`config.mk`:
```
export PLATFORM = sky130hd
export DESIGN_NAME = color_freq_meter
export DESIGN_NICKNAME = d
export VERILOG_FILES = /design/src/rtl/color_pkg.sv /design/src/rtl/edge_sync.sv /design/src/rtl/color_freq_meter.sv
export SDC_FILE = /design/constraint.sdc
export NUM_CORES = 1
export LEC_CHECK = 0
export BUFFER_PORTS_ARGS = -buffer_cell sky130_fd_sc_hd__clkbuf_2
export CORE_AREA = 2 2 73 75
export DETAILED_ROUTE_END_ITERATION = 16
export DIE_AREA = 0 0 75 77
export PLACE_DENSITY = 0.81
export SLEW_MARGIN = 25
export SYNTH_ARGS = -nofsm -noshare
export SYNTH_HDL_FRONTEND = slang
export SYNTH_SLANG_ARGS = --single-unit
```
`constraint.sdc`:
```
create_clock -name clk -period 3.6 [get_ports clk]
set_input_delay 0.18 -clock clk [delete_from_list [all_inputs] [get_ports clk]]
set_output_delay 0.18 -clock clk [all_outputs]
set_load 0.005 [all_outputs]
```
`src/rtl/color_pkg.sv`:
```
// rtl/color_pkg.sv - shared filter codes, scale code, FSM states and channel sequencing (COLOR_FREQ_CLEAR_EN adds clear)
package color_pkg;

    localparam logic [1:0] FILT_RED   = 2'b00;
    localparam logic [1:0] FILT_BLUE  = 2'b01;
    localparam logic [1:0] FILT_GREEN = 2'b11;
    localparam logic [1:0] FILT_CLEAR = 2'b10;
    localparam logic [1:0] SCALE_100  = 2'b11;

    typedef enum logic [1:0] {
        ST_IDLE,
        ST_SETTLE,
        ST_GATE,
        ST_PRESENT
    } state_t;

    function automatic logic [1:0] next_filter(input logic [1:0] f);
        logic [1:0] n;
        n = FILT_RED;
        case (f)
            FILT_RED:   n = FILT_BLUE;
            FILT_BLUE:  n = FILT_GREEN;
`ifdef COLOR_FREQ_CLEAR_EN
            FILT_GREEN: n = FILT_CLEAR;
`else
            FILT_GREEN: n = FILT_RED;
`endif
            default:    n = FILT_RED;
        endcase
        return n;
    endfunction

    function automatic logic is_last(input logic [1:0] f);
`ifdef COLOR_FREQ_CLEAR_EN
        return f == FILT_CLEAR;
`else
        return f == FILT_GREEN;
`endif
    endfunction

endpackage

```
`src/rtl/edge_sync.sv`:
```
// rtl/edge_sync.sv - 2-FF synchronizer with a third stage for a one-cycle rising-edge pulse
module edge_sync (
    input  logic clk,
    input  logic rst_n,
    input  logic din,
    output logic rise
);

    logic [2:0] sh;

    always_ff @(posedge clk) begin
        if (!rst_n) begin
            sh <= '0;
        end else begin
            sh <= {sh[1:0], din};
        end
    end

    assign rise = sh[1] & ~sh[2];

endmodule

```
`src/rtl/color_freq_meter.sv`:
```
// rtl/color_freq_meter.sv - color sensor filter sequencer and gated edge counter (COLOR_FREQ_CLEAR_EN adds clear channel)
module color_freq_meter
    import color_pkg::*;
#(
    parameter int GATE_CYCLES   = 1000000,
    parameter int SETTLE_CYCLES = 1000,
    parameter int CNT_W         = 20
) (
    input  logic             clk,
    input  logic             rst_n,
    input  logic             sensor_freq,
    input  logic             enable,
    output logic [1:0]       scale,
    output logic [1:0]       filter,
    output logic             enf,
    output logic [CNT_W-1:0] count,
    output logic [1:0]       chan,
    output logic             ovf,
    output logic             valid,
    input  logic             ready,
    output logic             scan_done
);

    localparam int GW = (GATE_CYCLES > 1) ? $clog2(GATE_CYCLES) : 1;
    localparam int SW = (SETTLE_CYCLES > 1) ? $clog2(SETTLE_CYCLES) : 1;
    localparam logic [GW-1:0]    G_LAST  = GW'(GATE_CYCLES - 1);
    localparam logic [SW-1:0]    S_LAST  = SW'(SETTLE_CYCLES - 1);
    localparam logic [CNT_W-1:0] CNT_MAX = '1;

    state_t           state, state_next;
    logic [SW-1:0]    settle_cnt;
    logic [GW-1:0]    gate_cnt;
    logic [CNT_W-1:0] cnt;
    logic             ovf_r;
    logic [1:0]       chan_r;
    logic             edge_pulse;
    logic             accept;

    edge_sync u_edge_sync (
        .clk   (clk),
        .rst_n (rst_n),
        .din   (sensor_freq),
        .rise  (edge_pulse)
    );

    always_comb begin
        state_next = state;
        accept     = 1'b0;
        case (state)
            ST_IDLE:    if (enable) state_next = ST_SETTLE;
            ST_SETTLE:  if (settle_cnt == '0) state_next = ST_GATE;
            ST_GATE:    if (gate_cnt == '0) state_next = ST_PRESENT;
            ST_PRESENT: begin
                if (ready) begin
                    accept     = 1'b1;
                    state_next = ST_SETTLE;
                end
            end
            default:    state_next = ST_IDLE;
        endcase
        // Disable overrides everything, including a handshake in the same cycle.
        if (!enable) begin
            state_next = ST_IDLE;
            accept     = 1'b0;
        end
    end

    always_ff @(posedge clk) begin
        if (!rst_n) begin
            state      <= ST_IDLE;
            settle_cnt <= '0;
            gate_cnt   <= '0;
            cnt        <= '0;
            ovf_r      <= 1'b0;
            chan_r     <= FILT_RED;
            filter     <= FILT_RED;
        end else begin
            state <= state_next;

            if (state_next == ST_SETTLE && state != ST_SETTLE) begin
                settle_cnt <= S_LAST;
                filter     <= (state == ST_IDLE) ? FILT_RED : next_filter(filter);
            end else if (state == ST_SETTLE) begin
                settle_cnt <= settle_cnt - 1'b1;
            end

            if (state == ST_SETTLE && state_next == ST_GATE) begin
                gate_cnt <= G_LAST;
                cnt      <= '0;
                ovf_r    <= 1'b0;
            end else if (state == ST_GATE) begin
                gate_cnt <= gate_cnt - 1'b1;
                if (edge_pulse) begin
                    if (cnt == CNT_MAX) ovf_r <= 1'b1;
                    else                cnt   <= cnt + 1'b1;
                end
            end

            if (state == ST_GATE && state_next == ST_PRESENT) begin
                chan_r <= filter;
            end
        end
    end

    assign scale     = SCALE_100;
    assign enf       = (state != ST_IDLE);
    assign valid     = (state == ST_PRESENT);
    assign count     = cnt;
    assign chan      = chan_r;
    assign ovf       = ovf_r;
    assign scan_done = accept && is_last(filter);

endmodule

```
==> After elaboration in Yosys (flattened, before gate mapping) <==
Index checks and enable logic that the tools add are counted.
{ "totals": {"register_bits": 60, "inputBits": 5, "output_inout_bits": 30} }
{ "classes": {"add_sub_neg": 3, "n_eq_ne": 10, "mux": 14, "bitwise_logic": 4, "reduce_logical": 15} }
{ "ops": {"columns": ["operator", "count"], "rows": [
  ["two-way mux 20 bit", 2],
  ["adder 20 x 1 -> 20 bit (second input constant)", 1],
  ["equality test 20 bit (second input constant)", 1],
  ["zero test 20 bit", 1],
  ["two-way mux 10 bit", 2],
  ["subtractor 20 x 1 -> 20 bit (second input constant)", 1],
  ["equality test 2 bit (second input constant)", 5],
  ["zero test 10 bit", 1],
  ["two-way mux 2 bit", 5],
  ["subtractor 10 x 1 -> 10 bit (second input constant)", 1],
  ["one-hot mux 2 bit (4 select lines)", 1],
  ["equality test 2 x 1 -> 1 bit (second input constant)", 3],
  ["AND reduction 3 bit", 2],
  ["nonzero test 2 bit", 3],
  ["logical AND 1 bit", 4],
  ["zero test 2 bit", 2],
  ["one-hot mux 2 bit (2 select lines)", 1],
  ["OR reduction 2 bit", 2],
  ["two-way mux 1 bit", 3],
  ["NOT 1 bit", 3],
  ["!= test 2 x 1 -> 1 bit (second input constant)", 1],
  ["bitwise AND 1 bit", 1]
]} }

==> Longest topological paths before layout <==
{ "logic_depth": {"ltp_word": 7, "mapped_depth": 8, "mapped_depth_nobuf": 6} }

==> Hierarchy <==
A second synthesis with hierarchy kept.
{ "hier_totals": {"hier_cells": 332, "hier_area_um2": 2856.5} }
{ "by_module_without_submodules": {"columns": ["module", "n_inst", "cells_each", "area_per_inst_um2", "seq_area_each_um2"], "rows": [
  ["color_freq_meter", 1, 325, 2763.9, 1141.1],
  ["edge_sync", 1, 7, 92.6, 60.1]
]} }

==> Worst setup path before layout <==
No wires, ideal clock.
{ "synth_timing": {"path_type": "reg-to-reg", "from": "register gate_cnt[12]", "to": "register chan_r[0] (netlist: chan[0])", "setup_ps": 118, "t_arrival_ps": 1947, "required_ps": 3482, "setup_slack_ps": 1535, "path_stages_with_launch": 5, "n_path_buf": 0, "period_less_slack_ps": 2065, "cell_sequence": "dfxtp_1 or4_4 or4_4 or4_4 mux2i_1"} }
{ "synth_between": {"elab_chain_cells": 6} }
{ "synth_lines": {"columns": ["element", "line_no", "text"], "rows": [
  ["start, declared", "color_freq_meter.sv:32", "logic [GW-1:0] gate_cnt;"],
  ["start signal, assigned", "color_freq_meter.sv:92", "gate_cnt <= gate_cnt - 1'b1;"],
  ["zero test 20 bit", "color_freq_meter.sv:52", "ST_GATE: if (gate_cnt == '0) state_next = ST_PRESENT;"],
  ["two-way mux 2 bit", "color_freq_meter.sv:52", null],
  ["one-hot mux 2 bit (4 select lines)", "color_freq_meter.sv:49", "case (state)"],
  ["two-way mux 2 bit", "color_freq_meter.sv:62", "if (!enable) begin"],
  ["equality test 2 bit", "color_freq_meter.sv:99", "if (state == ST_GATE && state_next == ST_PRESENT) begin"],
  ["logical AND 1 bit", "color_freq_meter.sv:99", null],
  ["end signal, assigned", "color_freq_meter.sv:100", "chan_r <= filter;"],
  ["end, declared", "color_freq_meter.sv:35", "logic [1:0] chan_r;"]
]} }
No other way between the ends.
A chain may end at the register's enable or synchronous reset.

==> Final worst setup path <==
{ "layout_timing": {"from": "register state[1]", "to": "register gate_cnt[19]"} }
{ "layout_between": {"elab_chain_cells": 6} }
{ "layout_lines": {"columns": ["element", "line_no", "text"], "rows": [
  ["start, declared", "color_freq_meter.sv:30", "state_t state, state_next;"],
  ["start signal, assigned", "color_freq_meter.sv:78", "state <= state_next;"],
  ["equality test 2 bit, or another cell as far along", "color_freq_meter.sv:49", null],
  ["one-hot mux 2 bit (4 select lines)", "color_freq_meter.sv:49", null],
  ["two-way mux 2 bit", "color_freq_meter.sv:62", null],
  ["equality test 2 bit", "color_freq_meter.sv:87", "if (state == ST_SETTLE && state_next == ST_GATE) begin"],
  ["logical AND 1 bit", "color_freq_meter.sv:87", null],
  ["two-way mux 20 bit / nonzero test 2 bit (equally long branches)", null, null]
]} }
Several ways; a longest one is shown, not always the timed one.

==> results.md <==
* Status: finished, final reports clean
* Core Area at between 4000 and 5000 um^2
* Worst skew pair latency at about 0.34 ns
* FP Rows at 26
* Post-CTS Repair Setup Buffers at 0
* Max Slew Vio Count at 0
* Layout cells sized above 1 at 0.164
* Via count at 2680
* Detail Route Antenna Nets at 0
* Final Hold Viols at 0
* RSZ-0062 raised after global routing: no
* Yosys top cell area share at 0.405
* Worst setup EP type: flip-flop
* Remaining DRCs at 0
* Hold slack at 0.0569 ns
* Total I/O pin count at 35
* Tmin final at 2.47 ns
* Fillers at between 400 and 500
* Yosys reg bits at 60
* Placed inst area at 3170 um^2
* TritonCTS Sinks at 60
* Power Density at just under 400 nW/um^2
* Post-synthesis async set-or-reset flop share at 0
* Starting DRT DRC Count at around 190
* Sequential area share after synthesis at 0.405
* GRT overflow at 0
* Drt pass-1 iters at 4
* Setup TNS at 0 ns
* Post_cts resized at 0
* Synth area leaders: dfxtp_1 41%, nand2_1 4.9%, a21oi_1 4.7%
* H-tree Lvls at 3
* Final worst path period share at 0.687
* Critical Path AT at between 2 and 3 ns
* Area taken by flip-flops and latches at about 1200 um^2
* Fin area at around 3300 um^2
* Initial antenna violation count at 0
* Root Buffer: clkbuf_8
* Top FF cell, synth: dfxtp_1
* Port Buffers at 32
* P_leak at 1.23 nW
* Post-Route Skew at roughly 0.007 ns
* Syn Inst Count at approximately 350
* Half-perimeter wire length after placement at ~4300 um
* Initial core utilization at 0.596
* First-pass GRT wire length at around 11000 um
* Netlist Area Pre-Place at 2970 um^2
* CP Class: flip-flop to flip-flop
* Rel. slew slack at 0.494
* Final Routed Wirelength at slightly above 6000 um
* Total track usage at 0.233
* Layout Nets at 390
* Dpl cells at around 440
* EDFF count, synth at 0
* Synth area leader: dfxtp_1
* Die X at between 70 and 80 um
* Area grow syn2layout at 12.3%
* CTS tree: built
* Post-synthesis average cell area at 8.40 um^2
* Die H at between 70 and 80 um
* Clock slew seen by the registers of the worst setup and hold paths at approximately 0.06 ns
* Synth unique cells at 45
* Max VDD drop at 0.000257 V
* Final setup vio count at 0
* Worst path required time at just under 4 ns
* Multi-input gate area at 1660 um^2
* Largest net degree at the start of global routing at 22
* Vias in the first global route at 2437
* Layout Utilization at 0.669
* Final GP Congestion at 0.852
* # diodes at 0
* Max-capacitance violation count at 0
* Worst-path fanout max at 14
* Synth warnings at 0
* Cell Count, Final, Fillers Out at 453
* CTS Buffer Depth at 2
* Die footprint at approximately 5800 um^2
* Total CTS buffers at 9
* Hold-fix buffers at CTS at 0
* Post-DR wirelength/cell at ~14 um
* Achievable Freq at slightly above 400 MHz
* Startpoint Class: flip-flop
* DR vias/cell at between 5 and 6
* HP Class: input port to flip-flop
* Worst Tran Pin Value at about 0.76 ns
## flip-flops by register name (all words and copies together), names as in the netlist
register        flops
chan                2
count              20
filter              2
gate_cnt           20
ovf                 1
settle_cnt         10
state               2
u_edge_sync.sh      3
## worst max-delay path, stage by stage (launching register included)
cell and delay [ns]:
dfxtp_1 0.54, nor4b_1 0.59, nand2_1 0.37, or4_2 0.71, a31oi_1 0.18
## per-layer routing
layer,share of wire,track usage,routed length (um)
met1,0.47,0.308,2910
met2,0.47,0.357,2950
met5,0,0,0
met4,0.011,0.0875,70
met3,0.045,0.0644,282
## logic make-up after synthesis
kind of cell,after synthesis,share of synthesized area
xor gates and xnor gates,9,0.0266
DFF,60,0.405
buffers and inverters,31,0.0426
and+or+nand+nor,155,0.292
muxes,11,0.0371
adders and majority gates,5,0.0211
AOI/OAI and AO/OA,81,0.174
other,1,0.00126
## synthesized netlist by cell type, drive strengths merged (2+ instances only)
master   n
and2     6
or3      9
a21oi   28
and4     2
or2      3
buf      4
o21ai   10
a211oi   7
or4     19
xor2     7
o41ai    2
nand2   39
nor3     8
o31ai   14
dfxtp   60
nor4     6
nor3b    2
nand3    9
nand4   11
nand2b   9
xnor2    2
nand3b   3
a31oi   10
ha       5
nor2b    2
and3     4
clkbuf  16
mux2i   11
nor4b    2
a311oi   4
inv     11
nor2    19
## report_power, final
group	total [mW]	leakage, nW	internal, mW	switching (mW)
combinational	0.0947	0.656	0.0363	0.0584
clock	0.504	0.0848	0.257	0.247
sequential	0.695	0.487	0.679	0.0154
total	1.29	1.23	0.973	0.321
## path summary, 6_finish.rpt
check | start | end | cells after the start | slack (ns)
max | state[1] | gate_cnt[19] | 4 | 1.13
min | sensor_freq | u_edge_sync.sh[0] | 2 | 0.06
max reg2reg | state[1] | gate_cnt[19] | 4 | 1.13
min reg2reg | u_edge_sync.sh[0] | u_edge_sync.sh[1] | 1 | 0.43
## layout make-up
type                    count  share of cell area
multi-input cells         263               0.499
clock inverters             3             0.00451
well taps                  70              0.0263
inverters                  11              0.0124
clock buffers              11              0.0425
flip-flops and latches     60               0.361
repair buffers             35              0.0549
## per-stage QoR
step,power (mW),worst slack (ns)
2_1_floorplan,0.782,1.54
3_3_place_gp,0.800,1.29
3_5_place_dp,0.803,1.16
4_1_cts,1.30,1.15
5_1_grt,1.35,0.889
6_report,1.29,1.13
## layout by cell type, fill, tap and decap left out, types with 11 or more instances in the layout
cell type / count
clkbuf_2: 32
o31ai_1: 14
nor2_1: 19
inv_1: 11
mux2i_1: 11
dfxtp_1: 60
or4_1: 13
nand2_1: 39
nand4_1: 11
a21oi_1: 28
Power figures use the tool's default switching activity.
